## src/rtl/riscv_ex_mc.sv

```systemverilog
// riscv_ex_mc -- multi-cycle RISC-V execute stage.
//
// Single-cycle integer ALU plus an optional iterative M-extension unit.
// Multiplies use radix-2 shift-add and divides use restoring division; both
// work on operand magnitudes and apply a sign fix-up on the final iteration.
// Every M op takes exactly XLEN edges after accept, whatever the operands.
//
// Ports:
//   clk        rising-edge clock
//   rst        asynchronous active-low reset
//   flush      synchronous kill of the in-flight or accepting operation
//   in_valid   operation presented          in_ready  stage idle, can accept
//   rdi        destination register         a, b      operands
//   shamt      shift amount for shift ops   funct3    operation select
//   invertb    ADD->SUB, SRL->SRA           muldiv    M-extension decode
//   memop      load/store address calc
//   out_valid  one-cycle completion pulse   result    registered result
//   rd         registered destination       memfetch  registered memop
module riscv_ex_mc #(
    parameter int XLEN      = 32,
    parameter int SHAMT_W   = 5,
    parameter bit MULDIV_EN = 1'b1
) (
    input  logic               clk,
    input  logic               rst,
    input  logic               flush,
    input  logic               in_valid,
    output logic               in_ready,
    input  logic [4:0]         rdi,
    input  logic [XLEN-1:0]    a,
    input  logic [XLEN-1:0]    b,
    input  logic [SHAMT_W-1:0] shamt,
    input  logic [2:0]         funct3,
    input  logic               invertb,
    input  logic               muldiv,
    input  logic               memop,
    output logic               out_valid,
    output logic [XLEN-1:0]    result,
    output logic [4:0]         rd,
    output logic               memfetch
);

    localparam logic [1:0] ST_IDLE = 2'd0;
    localparam logic [1:0] ST_MUL  = 2'd1;
    localparam logic [1:0] ST_DIV  = 2'd2;
    localparam int         CNT_W   = $clog2(XLEN) + 1;

    logic [1:0]          state_q, state_d;
    logic [CNT_W-1:0]    cnt_q, cnt_d;
    logic [2*XLEN-1:0]   prod_q, prod_d;      // {partial sum, remaining multiplier}
    logic [XLEN-1:0]     mcand_q, mcand_d;
    logic [XLEN-1:0]     rem_q, rem_d;
    logic [XLEN-1:0]     quo_q, quo_d;        // dividend shifts out, quotient shifts in
    logic [XLEN-1:0]     divisor_q, divisor_d;
    logic [XLEN-1:0]     a_q, a_d;            // original dividend, for divide-by-zero
    logic [2:0]          op_q, op_d;
    logic                neg_q, neg_d;        // product / quotient negative
    logic                rneg_q, rneg_d;      // remainder negative
    logic                bzero_q, bzero_d;
    logic [4:0]          rd_pend_q, rd_pend_d;
    logic [XLEN-1:0]     result_q, result_d;
    logic [4:0]          rd_q, rd_d;
    logic                memfetch_q, memfetch_d;
    logic                out_valid_q, out_valid_d;

    logic                accept, md_sel, a_sgn, b_sgn, a_neg, b_neg;
    logic [XLEN-1:0]     a_mag, b_mag, alu_res, sra_res;
    logic [XLEN:0]       mul_sum, div_shift, div_diff;
    logic [2*XLEN-1:0]   mul_next, mul_fix;
    logic [XLEN-1:0]     div_rem_next, div_quo_next, quo_fix, rem_fix;

    assign in_ready  = (state_q == ST_IDLE);
    assign out_valid = out_valid_q;
    assign result    = result_q;
    assign rd        = rd_q;
    assign memfetch  = memfetch_q;

    // ALU datapath
    always_comb begin
        // Kept as its own statement so the arithmetic shift stays signed.
        sra_res = $signed(a) >>> shamt;
        alu_res = '0;
        case (funct3)
            3'b000:  alu_res = invertb ? (a - b) : (a + b);
            3'b001:  alu_res = a << shamt;
            3'b010:  alu_res = {{(XLEN-1){1'b0}}, ($signed(a) < $signed(b))};
            3'b011:  alu_res = {{(XLEN-1){1'b0}}, (a < b)};
            3'b100:  alu_res = a ^ b;
            3'b101:  alu_res = invertb ? sra_res : (a >> shamt);
            3'b110:  alu_res = a | b;
            default: alu_res = a & b;
        endcase
    end

    // Operand sign handling at accept time and one iteration of each unit
    always_comb begin
        accept = in_valid & in_ready & ~flush;
        md_sel = MULDIV_EN & muldiv;
        a_sgn  = funct3[2] ? ~funct3[0] : (funct3[1:0] == 2'b01 || funct3[1:0] == 2'b10);
        b_sgn  = funct3[2] ? ~funct3[0] : (funct3[1:0] == 2'b01);
        a_neg  = a_sgn & a[XLEN-1];
        b_neg  = b_sgn & b[XLEN-1];
        a_mag  = a_neg ? -a : a;
        b_mag  = b_neg ? -b : b;

        mul_sum  = {1'b0, prod_q[2*XLEN-1:XLEN]} + (prod_q[0] ? {1'b0, mcand_q} : '0);
        mul_next = {mul_sum, prod_q[XLEN-1:1]};
        mul_fix  = neg_q ? -mul_next : mul_next;

        div_shift    = {rem_q, quo_q[XLEN-1]};
        div_diff     = div_shift - {1'b0, divisor_q};
        div_rem_next = div_diff[XLEN] ? div_shift[XLEN-1:0] : div_diff[XLEN-1:0];
        div_quo_next = {quo_q[XLEN-2:0], ~div_diff[XLEN]};
        // Divide by zero is overridden explicitly so the signed sign fix-up
        // cannot disturb the all-ones quotient or the pass-through remainder.
        quo_fix = bzero_q ? '1  : (neg_q  ? -div_quo_next : div_quo_next);
        rem_fix = bzero_q ? a_q : (rneg_q ? -div_rem_next : div_rem_next);
    end

    // Control
    always_comb begin
        state_d     = state_q;
        cnt_d       = cnt_q;
        prod_d      = prod_q;
        mcand_d     = mcand_q;
        rem_d       = rem_q;
        quo_d       = quo_q;
        divisor_d   = divisor_q;
        a_d         = a_q;
        op_d        = op_q;
        neg_d       = neg_q;
        rneg_d      = rneg_q;
        bzero_d     = bzero_q;
        rd_pend_d   = rd_pend_q;
        result_d    = result_q;
        rd_d        = rd_q;
        memfetch_d  = memfetch_q;
        out_valid_d = 1'b0;

        case (state_q)
            ST_IDLE: begin
                if (accept) begin
                    if (md_sel) begin
                        state_d   = funct3[2] ? ST_DIV : ST_MUL;
                        cnt_d     = CNT_W'(XLEN);
                        op_d      = funct3;
                        rd_pend_d = rdi;
                        neg_d     = a_neg ^ b_neg;
                        rneg_d    = a_neg;
                        bzero_d   = (b == '0);
                        a_d       = a;
                        mcand_d   = a_mag;
                        prod_d    = {{XLEN{1'b0}}, b_mag};
                        quo_d     = a_mag;
                        rem_d     = '0;
                        divisor_d = b_mag;
                    end else begin
                        result_d    = alu_res;
                        rd_d        = rdi;
                        memfetch_d  = memop;
                        out_valid_d = 1'b1;
                    end
                end
            end
            ST_MUL: begin
                prod_d = mul_next;
                cnt_d  = cnt_q - CNT_W'(1);
                if (cnt_q == CNT_W'(1)) begin
                    state_d     = ST_IDLE;
                    result_d    = (op_q[1:0] == 2'b00) ? mul_fix[XLEN-1:0] : mul_fix[2*XLEN-1:XLEN];
                    rd_d        = rd_pend_q;
                    memfetch_d  = 1'b0;
                    out_valid_d = 1'b1;
                end
            end
            ST_DIV: begin
                rem_d = div_rem_next;
                quo_d = div_quo_next;
                cnt_d = cnt_q - CNT_W'(1);
                if (cnt_q == CNT_W'(1)) begin
                    state_d     = ST_IDLE;
                    result_d    = op_q[1] ? rem_fix : quo_fix;
                    rd_d        = rd_pend_q;
                    memfetch_d  = 1'b0;
                    out_valid_d = 1'b1;
                end
            end
            default: state_d = ST_IDLE;
        endcase

        // Flush wins over everything, including a completion on this edge.
        if (flush) begin
            state_d     = ST_IDLE;
            out_valid_d = 1'b0;
            result_d    = result_q;
            rd_d        = rd_q;
            memfetch_d  = memfetch_q;
        end
    end

    always_ff @(posedge clk or negedge rst) begin
        if (!rst) begin
            state_q     <= ST_IDLE;
            cnt_q       <= '0;
            prod_q      <= '0;
            mcand_q     <= '0;
            rem_q       <= '0;
            quo_q       <= '0;
            divisor_q   <= '0;
            a_q         <= '0;
            op_q        <= '0;
            neg_q       <= 1'b0;
            rneg_q      <= 1'b0;
            bzero_q     <= 1'b0;
            rd_pend_q   <= '0;
            result_q    <= '0;
            rd_q        <= '0;
            memfetch_q  <= 1'b0;
            out_valid_q <= 1'b0;
        end else begin
            state_q     <= state_d;
            cnt_q       <= cnt_d;
            prod_q      <= prod_d;
            mcand_q     <= mcand_d;
            rem_q       <= rem_d;
            quo_q       <= quo_d;
            divisor_q   <= divisor_d;
            a_q         <= a_d;
            op_q        <= op_d;
            neg_q       <= neg_d;
            rneg_q      <= rneg_d;
            bzero_q     <= bzero_d;
            rd_pend_q   <= rd_pend_d;
            result_q    <= result_d;
            rd_q        <= rd_d;
            memfetch_q  <= memfetch_d;
            out_valid_q <= out_valid_d;
        end
    end

endmodule

```

## config.mk

```make
export PLATFORM = sky130hd
export DESIGN_NAME = riscv_ex_mc
export DESIGN_NICKNAME = d
export VERILOG_FILES = /design/src/rtl/riscv_ex_mc.sv
export SDC_FILE = /design/constraint.sdc
export NUM_CORES = 2
export LEC_CHECK = 0
export ABC_AREA = 1
export CORE_MARGIN = 2
export CORE_UTILIZATION = 43
export CTS_CLUSTER_DIAMETER = 30
export DETAILED_ROUTE_END_ITERATION = 10
export PLACE_DENSITY_LB_ADDON = 0.1
export SYNTH_ARGS = -nofsm -noshare
export SYNTH_HDL_FRONTEND = slang
export SYNTH_SLANG_ARGS = --single-unit
export TNS_END_PERCENT = 20
```

## constraint.sdc

```tcl
create_clock -name clk -period 4.95 [get_ports clk]
set_input_delay 0.99 -clock clk [delete_from_list [all_inputs] [get_ports clk]]
set_output_delay 0.99 -clock clk [all_outputs]
set_load 0.005 [all_outputs]
```

==> impl_results.md <==
* Pins Over Slew Limit at 0
* Worst Setup EP: result[31]$_DFFE_PN0P_
* H-tree levels at 3
* CP Data Required Time at 5.49 ns
* DPL Wire Length at 128,000 um
* Fmax at 220 MHz
* Die area at 75,100 um^2
* Worst-skew pair later-pin latency at 0.65 ns
* Final min period at 4.54 ns
* Clock Skew at 0.0348 ns
* Top cells by area, synth: dfrtp_1 (22%), nand2_1 (18%), o21ai_0 (9.7%)
* Critical Path End Type: flop
* Ys Warns at 0
* Post-synth net total at 5,568
* Clk sinks at 280
* Flop-to-flop setup slack at 0.41 ns
* Dpl ws at 0.217 ns
* Tot GR Track Use at 0.420
* Synth Flop Type: dfrtp_1
* Power Density at 418 nW/um^2
* Drt first-iter violations at 4,998
* Drc violations at 0
* Final Cycle Share at 0.917
* HP Class: in2async
* Reg-to-reg startpoint: mcand_q[0]$_DFFE_PN0P_
* Crit path DAT at 5.07 ns
* Unrepaired setup endpoints after global routing: no
* Gpl congestion at 1.13
* Hold buffer count at CTS at 0
* Routed wire length per instance at 24.7 um
* Share of cells above drive strength 1 at 0.0823
* Area Growth Syn to Fin at 19.4%
* Worst rel slew slack at 0.299
* Synth area leader: dfrtp_1
* TritonCTS clock tree: built
* CTS clock-pin slew for the worst setup and hold paths at 0.05 ns
* Die W at 274 um
* Crit Path Max Fanout at 5
* Final WL at 161,000 um
* Final WS setup at 0.413 ns
* Crit path from: mcand_q[0]$_DFFE_PN0P_
* Total CTS buffers at 89
* Root buf cell: clkbuf_16
* Leak at 19.1 nW
* GRT Residual Overflow at 0
* Post-synthesis sequential area ratio at 0.223
* Total Neg Setup Slack at 0 ns
* Peak supply drop at 0.310 mV
* Crit start category: flop
* Reg-to-reg endpoint: result[31]$_DFFE_PN0P_
* # IOs at 124
* Global-route wire length before repair at 232,000 um
* Mean Syn Cell Area at 5.91 um^2
* Final setup violation count at 0
* Area share of the largest cell type after synthesis at 0.223
* Initial antenna violation count at 4
* Vias in the first global route at 34,846
* Number of I/O port buffers at 123
* Final #Nets at 5,737
* Slew @ Worst Pin at 1.05 ns
* Die Ht at 274 um
* Vias per std cell at 5.80
* Vias at 37,700
* Core Region at 72,600 um^2
* Largest net degree at the start of global routing at 82
* Kind of critical path: reg2reg
* Pre-antenna DRT Iters at 8
* Row cnt at 99
* Reg2reg path depth at 25
* Initial Util at 0.432
* Distinct cells, synth at 61
* Post-synth EDFFs at 0
* Async S/R FF share, synth at 1.00
* Post-Syn Instances at 5,306
* Synth Cell Area at 31,400 um^2
* Status: completed
* #FFs+latches synth at 280
* Clock Tree Buf Depth at 3
* Detail Route Antenna Nets at 0
* Final Hold Viols at 0
* Max-cap check violation count at 0
## cell usage in the layout (no fill, tap or decap), drive strengths merged, types with 12 or more instances in the layout
cell and n:
nor4 30, nand3b 15, o211ai 42, a211oi 14, nand3 319, a31oi 37
nor3 66, inv 721, nand4 49, or2 21, o221ai 20, o22ai 34
ha 174, o21ai 632, o2111ai 13, o21a 12, clkdlybuf4s50 120, xor2 104
dfrtp 280, a21oi 405, clkbuf 121, o21bai 19, nor2 426, clkinv 25
nand2 1559, buf 192
## cell families (layout without fill, tap and decap cells)
logic type | Yosys count | count (layout) | share of synthesized area
fa+ha+maj | 178 | 178 | 0.0720
mux | 10 | 10 | 0.00319
buf+inv | 959 | 1197 | 0.116
simple gates | 2500 | 2500 | 0.333
compound gates | 1265 | 1265 | 0.220
other cells | 0 | 1 | 0
xor+xnor | 114 | 114 | 0.0318
flops | 280 | 280 | 0.223
## critical path, stage by stage (launching register included)
cell and delay [ns]:
dfrtp_1 0.45, nand2_1 0.10, inv_1 0.04, ha_1 0.24, fa_1 0.42, nand3_1 0.09
nand3_1 0.13, nand3_1 0.10, nand2_1 0.15, nand2_1 0.10, nand2_1 0.10, or2_2 0.29
nand2_1 0.21, nand2_1 0.11, nor2_1 0.11, nand2_1 0.11, nor2_2 0.19, nand3_1 0.13
nand2_1 0.13, nand2_1 0.07, nand2_1 0.05, nand3_1 0.17, a21oi_1 0.49, nand2_1 0.29
nand2_1 0.11, nand2_1 0.06
## cell usage after synthesis, drive strengths merged, types with 9 or more instances
cell / n
nand3: 319
nor3: 66
or2: 21
o22ai: 34
a211oi: 14
nand2: 1559
xnor2: 10
a21oi: 405
nor4: 30
nand3b: 15
inv: 718
o2111ai: 13
nor2: 426
dfrtp: 280
o221ai: 20
a31oi: 37
buf: 40
o21a: 12
nand4: 49
o211ai: 42
xor2: 104
o21ai: 632
clkbuf: 194
a21o: 9
ha: 174
mux2i: 10
o21bai: 19
## how the worst min path moves through the flow
stage | slack [ns] | end | cells after the start
after floorplan | 0.45 | rd_pend_q[0]$_DFFE_PN0P_ | 2
after global placement | 0.46 | rd_pend_q[1]$_DFFE_PN0P_ | 2
after detailed placement | 0.47 | result[8]$_DFFE_PN0P_ | 2
after CTS | 0.40 | result[5]$_DFFE_PN0P_ | 1
after global routing | 0.42 | mcand_q[18]$_DFFE_PN0P_ | 1
final | 0.38 | quo_q[15]$_DFFE_PN0P_ | 1
## registers in the layout (all words and copies together), names as in the netlist
register / cells
state_q: 2
a_q: 31
neg_q: 1
rem_q: 32
rd: 5
quo_q: 32
op_q: 2
prod_q: 64
out_valid: 1
bzero_q: 1
rd_pend_q: 5
memfetch: 1
cnt_q: 6
result: 32
mcand_q: 32
divisor_q: 32
rneg_q: 1
## metrics by stage
stage,cell area (um^2),hold WS (ns),total power [mW],instances,util
floorplan,31400,0.448,7.13,5306,-
global placement,34400,0.463,9.70,6343,0.474
detailed placement,34400,0.466,9.71,6343,0.474
CTS,37400,0.402,15.5,6503,0.516
global route,37400,0.415,16.4,6503,0.516
finish,37400,0.379,15.7,6504,0.516
## timing repair
action                                  4_1_cts  5_1_grt
gates resized for setup                       0        4
endpoints found under the setup margin        0        4
setup buffers                                 0        0
endpoints found under the hold margin         0        0
## per-layer routing
layer  share of wire  up-vias  global-route usage
li1                -    17695                   -
met2            0.42     2080               0.631
met5         0.00013        -                   0
met1            0.39    17375               0.528
met4           0.090        4               0.323
met3           0.094      546              0.0850
## layout make-up
| cell class | instances | area, um^2 |
|---|---|---|
| antenna | 1 | 2.50 |
| timing repair buffer | 312 | 2710 |
| sequential | 280 | 7010 |
| clock inverter | 39 | 493 |
| tap | 959 | 1200 |
| inverter | 725 | 2720 |
| clock buffer | 121 | 2550 |
| fill | 7695 | 35100 |
| multi-input combinational | 4067 | 20800 |
## where the power goes
part	internal (mW)	switching (mW)	leakage [nW]	total (mW)
combinational	2.09	4.58	14.0	6.67
clock	3.94	1.77	1.47	5.71
sequential	2.80	0.472	3.58	3.27
total	8.83	6.82	19.1	15.7
(Power assumes the default switching activity.)
